## src/rtl/playbus_responder.sv

```systemverilog
// PlayBus level 1 target: ROM, read/write RAM, synchronised switch port and LED latch,
// answering controller strobes with registered read data and a sticky conflict flag.
module playbus_responder #(
   parameter int unsigned          DATA_W   = 8,
   parameter int unsigned          ADDR_W   = 4,
   parameter logic [DATA_W-1:0]    ROM_BASE = 8'h10,
   parameter int unsigned          ROM_STEP = 3
) (
   input  logic              clk,
   input  logic              reset,
   input  logic [ADDR_W-1:0] addr,
   input  logic [DATA_W-1:0] bus_in,
   input  logic              ROMO,
   input  logic              RAMO,
   input  logic              RAMW,
   input  logic              SWBEN,
   input  logic              LEDLTCH,
   input  logic [DATA_W-1:0] switches,
   output logic [DATA_W-1:0] bus_out,
   output logic              bus_valid,
   output logic [DATA_W-1:0] leds,
   output logic              conflict
);

   logic [DATA_W-1:0] ram [2**ADDR_W];
   logic [DATA_W-1:0] sw_s1;
   logic [DATA_W-1:0] sw_s2;
   logic [DATA_W-1:0] rom_word;
   logic [DATA_W-1:0] rd_data;
   logic [1:0]        nrd;

   always_comb begin
      rom_word = ROM_BASE + DATA_W'(int'(addr) * int'(ROM_STEP));
   end

   always_comb begin
      nrd = {1'b0, ROMO} + {1'b0, RAMO} + {1'b0, SWBEN};
   end

   // Only meaningful when exactly one read enable is active.
   always_comb begin
      rd_data = '0;
      if (ROMO)
         rd_data = rom_word;
      else if (RAMO)
         rd_data = ram[addr];
      else if (SWBEN)
         rd_data = sw_s2;
   end

   // RAM has no reset; a write coinciding with reset is dropped. Reading ram[addr]
   // above before this edge gives read-before-write on a shared address.
   always_ff @(posedge clk) begin
      if (!reset && RAMW)
         ram[addr] <= bus_in;
   end

   always_ff @(posedge clk) begin
      if (reset) begin
         sw_s1     <= '0;
         sw_s2     <= '0;
         bus_out   <= '0;
         bus_valid <= 1'b0;
         leds      <= '0;
         conflict  <= 1'b0;
      end else begin
         sw_s1 <= switches;
         sw_s2 <= sw_s1;
         if (nrd == 2'd1) begin
            bus_out   <= rd_data;
            bus_valid <= 1'b1;
         end else begin
            bus_out   <= '0;
            bus_valid <= 1'b0;
         end
         if (nrd >= 2'd2)
            conflict <= 1'b1;
         if (LEDLTCH)
            leds <= bus_in;
      end
   end

endmodule

```

## config.mk

```make
export PLATFORM = sky130hd
export DESIGN_NAME = playbus_responder
export DESIGN_NICKNAME = d
export VERILOG_FILES = /design/src/rtl/playbus_responder.sv
export SDC_FILE = /design/constraint.sdc
export NUM_CORES = 1
export LEC_CHECK = 0
export BUFFER_PORTS_ARGS = -buffer_cell sky130_fd_sc_hd__buf_2
export CAP_MARGIN = 20
export CORE_MARGIN = 2
export CORE_UTILIZATION = 55
export CTS_BUF_LIST = sky130_fd_sc_hd__clkbuf_8
export CTS_CLUSTER_SIZE = 25
export DETAILED_ROUTE_END_ITERATION = 10
export HOLD_SLACK_MARGIN = 0.05
export PLACE_DENSITY_LB_ADDON = 0.15
export RECOVER_POWER = 100
export SLEW_MARGIN = 20
export SYNTH_ARGS = -nofsm -noshare
export SYNTH_HDL_FRONTEND = slang
export SYNTH_SLANG_ARGS = --single-unit
```

## constraint.sdc

```tcl
create_clock -name clk -period 1.8 [get_ports clk]
set_input_delay 0 -clock clk [delete_from_list [all_inputs] [get_ports clk]]
set_output_delay 0 -clock clk [all_outputs]
set_load 0.05 [all_outputs]
```

Word level (Yosys, flattened, before mapping)
Memories as Yosys holds them, arrays and structs flattened.
Cells that the tools add are included.
Widths: inputs -> output; s select.

cells by class
  add/sub/neg operators = 3
  multipliers = 1
  $lt $le $gt $ge = 1
  eq/ne operators = 1
  muxes and demuxes = 6
  bitwise gates (word level) = 1
  reductions and logical operators = 3

operator list
  cell                 number
  $mux 8               3
  $add 5x6->7 const A  1
  $mul 4x2->6 const B  1
  $mux 1               3
  $add 1x1->2          1
  $add 2x1->2          1
  $eq 2x1->1 const B   1
  $ge 2x2->1 const B   1
  $reduce_or 2->1      1
  $logic_and 1x1->1    1
  $logic_not 1->1      1
  $not 1->1            1

storage, ports and cells
  bits in registers = 34
  RAM bits = 128
  input bits = 27
  output and inout port bits = 18
  word-level logic and storage cells = 23
  memories = 1

memories
  name  words  width  read ports  clocked after Yosys merged registers in  write ports  RTL line  source
  ram   16     8      1           0                                        1            25        logic [DATA_W-1:0] ram [2**ADDR_W];

Logic depth before layout (Yosys ltp)
  word-level depth = 5
  gate-level depth with buffers = 8
  mapped depth without buffers = 7

Least setup slack after synthesis
Ideal clock, no wire load.

  path type = in2reg
  start point = input port ROMO
  end point = register bus_out[0]
  setup time = 0.079 ns
  arrival time = 1.479 ns
  required time = 1.721 ns
  slack = 0.242 ns
  cell stages on the path = 5
  buffers on the path = 0
  cells stage by stage = inv_1 -> fa_1 -> or3b_1 -> or3_1 -> o211ai_1

on the way
  cells in the longest elaborated chain, start to end = 5
  elaborated cells on any way between the ends = 6
  those cells by class = add/sub: 2; eq/ne: 1; mux: 1; bitwise: 1; reduce/logical: 1

ends and longest elaborated chain
  item                              RTL line  source
  start, declared                   13        input logic ROMO,
  $add 1x1->2                       37        nrd = {1'b0, ROMO} + {1'b0, RAMO} + {1'b0, SWBEN};
  $add 2x1->2                       37
  $eq 2x1->1                        69        if (nrd == 2'd1) begin
  $not 1->1 (no source line)        --
  $reduce_or 2->1 (no source line)  --
  end signal, assigned              70        bus_out <= rd_data;
  end, declared                     19        output logic [DATA_W-1:0] bus_out,

Parallel ways exist; a longest one is shown, timed or not.
A chain may end at the register's enable or synchronous reset.

Final worst setup path
  start point = memory ram[5][4]
  end point = register bus_out[4]

on the way
  cells in the longest elaborated chain, start to end = 3

ends and longest elaborated chain
  item             RTL line  source
  start, declared  25
  $mem_v2 16x8     --
  $mux 8           45        else if (RAMO)
  $mux 8           43        if (ROMO)

Every way passes these cells.

==> Flow_metrics.wiki <==
{| class="wikitable"
! Metric !! Value
|-
| Outcome || finished, final reports clean
|-
| Most area-consuming cells after synthesis || sky130_fd_sc_hd__edfxtp_1 61%, sky130_fd_sc_hd__dfxtp_1 11%, sky130_fd_sc_hd__mux4_2 9.6%
|-
| Chip width || 111 um
|-
| Core area || 0.0113 mm^2
|-
| Fraction of the mapped netlist area in compound gates || 2.85%
|-
| Relative slew margins || 47.4%
|-
| Final wirelength || 12.9 mm
|-
| FF+latch area || 0.00452 mm^2
|-
| Hold Worst Slack || 0.0907 ns
|-
| Maximum number of pins on one net before global-route repair || 24
|-
| Number of violations reported at the end of detailed-routing iteration 0 || 288
|-
| Total internal power || 5.93 mW
|-
| Cell area after synthesis || 0.00632 mm^2
|-
| Number of buffers on the longest clock path || 2
|-
| Min-Delay Path Class || in2reg
|-
| Crit end category || register
|-
| Die Y-Extent || 111 um
|-
| Net count of the mapped netlist || 383
|-
| Leak Pwr || 2.72 nW
|-
| Min cycle time layout || 1.66 ns
|-
| Reg2reg setup slack || 0.14 ns
|-
| Filler cell count in the final layout || 793
|-
| Crit path DAT || 1.99 ns
|-
| Post-synthesis share of cell area spent on full adders, half adders and majority gates || 3.20%
|-
| Startpoint-to-endpoint class of the critical path || reg2reg
|-
| Number of clock sinks || 162
|-
| Total Die Area || 0.0124 mm^2
|-
| Root buf cell || sky130_fd_sc_hd__clkbuf_8
|-
| Ratio of final minimum period to clock period || 92.1%
|-
| Final std cells w/o fill || 599
|-
| Maximum fanout along the worst path || 1
|-
| GRT Resource Usage Total || 22.8%
|-
| Dominant cell type by area after synthesis || sky130_fd_sc_hd__edfxtp_1
|-
| Clock tree from TritonCTS || built
|-
| Endpoint of the worst hold-timing path || bus_out[4]$_SDFF_PP0_
|-
| Average footprint of a synthesized cell || 18.5 um^2
|-
| Highest ir drop seen on vdd || 712 uV
|-
| Tightest Pin Transition || 0.789 ns
|-
| Sequential cell fraction of total power || 54.2%
|-
| Total power || 7.60 mW
|-
| H-Tree Level Count || 4
|-
| Footprint of the multi-input gates || 0.00169 mm^2
|-
| Final setup fails || 0
|-
| # diodes || 0
|-
| Power share of the clock group || 38.0%
|-
| Number of I/O pins || 45
|-
| Dominant combinational cell family by area after synthesis || multiplexers
|-
| Detail-routed via count per cell || 5.62
|-
| Vias after detailed routing || 3367
|-
| Post-Synth XOR/XNOR Area || 0.138%
|-
| Sum of net half-perimeters after detailed placement || 8.46 mm
|-
| Remaining Overflow, GRT || 0
|-
| Worst skew pair latency || 0.45 ns
|-
| Synthesis-stage register bit count || 162
|-
| Top cells by count, synth || 128 x sky130_fd_sc_hd__edfxtp_1, 34 x sky130_fd_sc_hd__dfxtp_1, 27 x sky130_fd_sc_hd__mux4_2
|-
| Fin Setup TNS || 0 ns
|-
| Synth warnings || 0
|-
| Post-CTS Setup Bufs || 0
|-
| Effective utilization at floorplan || 55.9%
|-
| Count of cell types in the netlist || 35
|-
| Final nets || 485
|-
| Post-detailed-route DRC marker count || 0
|-
| Cells on worst reg2reg path || 4
|-
| Proportion of layout cells with a drive suffix above 1 || 20.4%
|-
| Capture point of the worst reg-to-reg path || bus_out[4]$_SDFF_PP0_
|-
| Count of antenna-violating nets left after detailed routing || 0
|-
| Global-route wire length before repair || 20.4 mm
|-
| Final weighted congestion of routability-driven global placement || 0.839
|-
| Number of global-route vias before repair || 3548
|-
| # rows || 39
|-
| Area growth from synthesis to final layout || 18.8%
|-
| Launching element type of the critical path || register
|-
| Dpl cells || 541
|-
| Maximum clock frequency || 603 MHz
|-
| Min-delay src || ROMO
|-
| Switching power as a share of total power || 21.9%
|-
| Area fraction of the dominant cell type after synthesis || 60.8%
|-
| Dominant register cell in the synthesized netlist || sky130_fd_sc_hd__edfxtp_1
|-
| Multiplexer share of the synthesized area || 15.1%
|-
| Power spent charging and discharging nets || 1.67 mW
|-
| Number of enable flip-flop cells after synthesis || 128
|-
| Post-synth ARST share || 0%
|-
| Portion of the post-synthesis area used by sequential elements || 71.5%
|-
| Hold Violations, Final || 0
|-
| Share of total power in combinational logic || 7.7%
|-
| Average detailed-routed wire length per instance || 21.5 um
|-
| Port-buffer cells || 44
|-
| Power per cell area || 1010 mW/mm^2
|-
| Startpoint of the worst register-to-register path || ram[5][4]$_DFFE_PP_
|-
| MaxCap Viol Count || 0
|-
| Cell depth of the worst min-delay path || 4
|-
| Number of search-and-repair iterations in the first detailed-routing pass || 4
|-
| Post-CTS clock slew at the launch and capture registers of the worst setup and hold paths || 0.09 ns
|-
| Unrepaired setup endpoints after global routing || no
|-
| Initial antenna violation count || 0
|-
| Num CTS Buffers || 17
|-
| CP Data Required Time || 2.14 ns
|-
| Most common cell in the netlist || sky130_fd_sc_hd__edfxtp_1
|-
| Number of standard cells after synthesis || 341
|-
| Number of max-slew violations in the final report || 0
|-
| Final clock skew || 0.0134 ns
|-
| Simple-gate portion of the synthesized area || 5.34%
|}
flip-flops by register name, indices dropped and copies added, names as in the netlist:
name	flops
conflict	1
sw_s1	8
leds	8
ram	128
sw_s2	8
bus_out	8
bus_valid	1
cells in the final DEF, fill, tap and decap left out, drive strengths merged, types with 8 or more instances in the layout:
| master | netlist | routed |
|---|---|---|
| clkbuf | 5 | 59 |
| mux4 | 32 | 32 |
| ha | 13 | 13 |
| and3 | 20 | 20 |
| nor2b | 18 | 18 |
| nor2 | 10 | 10 |
| nand2 | 8 | 8 |
| dlygate4sd3 | 0 | 26 |
| dfxtp | 34 | 34 |
| buf | 8 | 30 |
| mux2i | 16 | 16 |
| inv | 12 | 17 |
| edfxtp | 128 | 128 |
final cells by class:
cell class                      instances  share of cell area (%)
Clock inverter                         13                    2.45
Sequential cell                       162                    60.2
Timing Repair Buffer                   96                    8.41
Tap cell                              143                    2.38
Multi-Input combinational cell        154                    22.4
Inverter                               12                   0.600
Clock buffer                           19                    3.48
kinds of logic after synthesis:
kind of cell / after synthesis
AND/OR/NAND/NOR: 61
AO/OA/AOI/OAI: 24
XOR/XNOR: 1
adder cells (fa/ha/maj): 15
buffers and inverters: 25
multiplexers: 53
flip-flops: 162
per-layer routing:
metal  share of wire, %  GRT usage (%)  up-vias
li1                   -              -     1547
met1                 43           30.7     1701
met2                 49           36.3      103
met3                6.4           6.07       16
met4                1.8           8.15        0
met5                  0              0        -
worst max path at each step:
stage / start / endpoint / slack [ns] / depth (start not counted)
3_5_place_dp: ROMO / bus_out[2]$_SDFF_PP0_ / -0.005 / 6
2_1_floorplan: ROMO / bus_out[0]$_SDFF_PP0_ / 0.24 / 5
5_1_grt: ram[5][4]$_DFFE_PP_ / bus_out[4]$_SDFF_PP0_ / 0.06 / 4
3_3_place_gp: ROMO / bus_out[2]$_SDFF_PP0_ / 0.05 / 6
6_report: ram[5][4]$_DFFE_PP_ / bus_out[4]$_SDFF_PP0_ / 0.14 / 4
4_1_cts: ram[5][4]$_DFFE_PP_ / bus_out[4]$_SDFF_PP0_ / 0.18 / 4
power groups by stage:
| stage | registers, mW | clock network, mW | logic, mW |
|---|---|---|---|
| final | 4.12 | 2.89 | 0.586 |
| after global routing | 4.13 | 3.09 | 0.636 |
| after CTS | 4.12 | 2.95 | 0.606 |
| after detailed placement | 4.21 | 0 | 0.560 |
| after global placement | 4.20 | 0 | 0.550 |
| after floorplan | 4.28 | 0 | 0.261 |
stage by stage:
step                setup WS [ns]  cell area, um^2  utilization (%)
finish                      0.142             7510             66.3
global route               0.0597             7510             66.3
CTS                         0.185             7630             67.4
detailed placement       -0.00473             6920             61.2
global placement           0.0517             6920             61.2
floorplan                   0.242             6320                -
worst max-delay path, cell delays in order, from the launching register on:
cell,delay [ns]
sky130_fd_sc_hd__edfxtp_1,0.36
sky130_fd_sc_hd__mux4_1,0.53
sky130_fd_sc_hd__mux2i_1,0.20
sky130_fd_sc_hd__o21ai_0,0.16
sky130_fd_sc_hd__o221a_1,0.29
timing repair:
| item | 4_1_cts | 5_1_grt |
|---|---|---|
| hold buffers | 26 | 0 |
| resized for setup | 0 | 0 |
| hold endpoints to repair | 154 | 0 |
| setup endpoints to repair | 0 | 0 |
No activity file was read; power rests on OpenSTA's default activity.
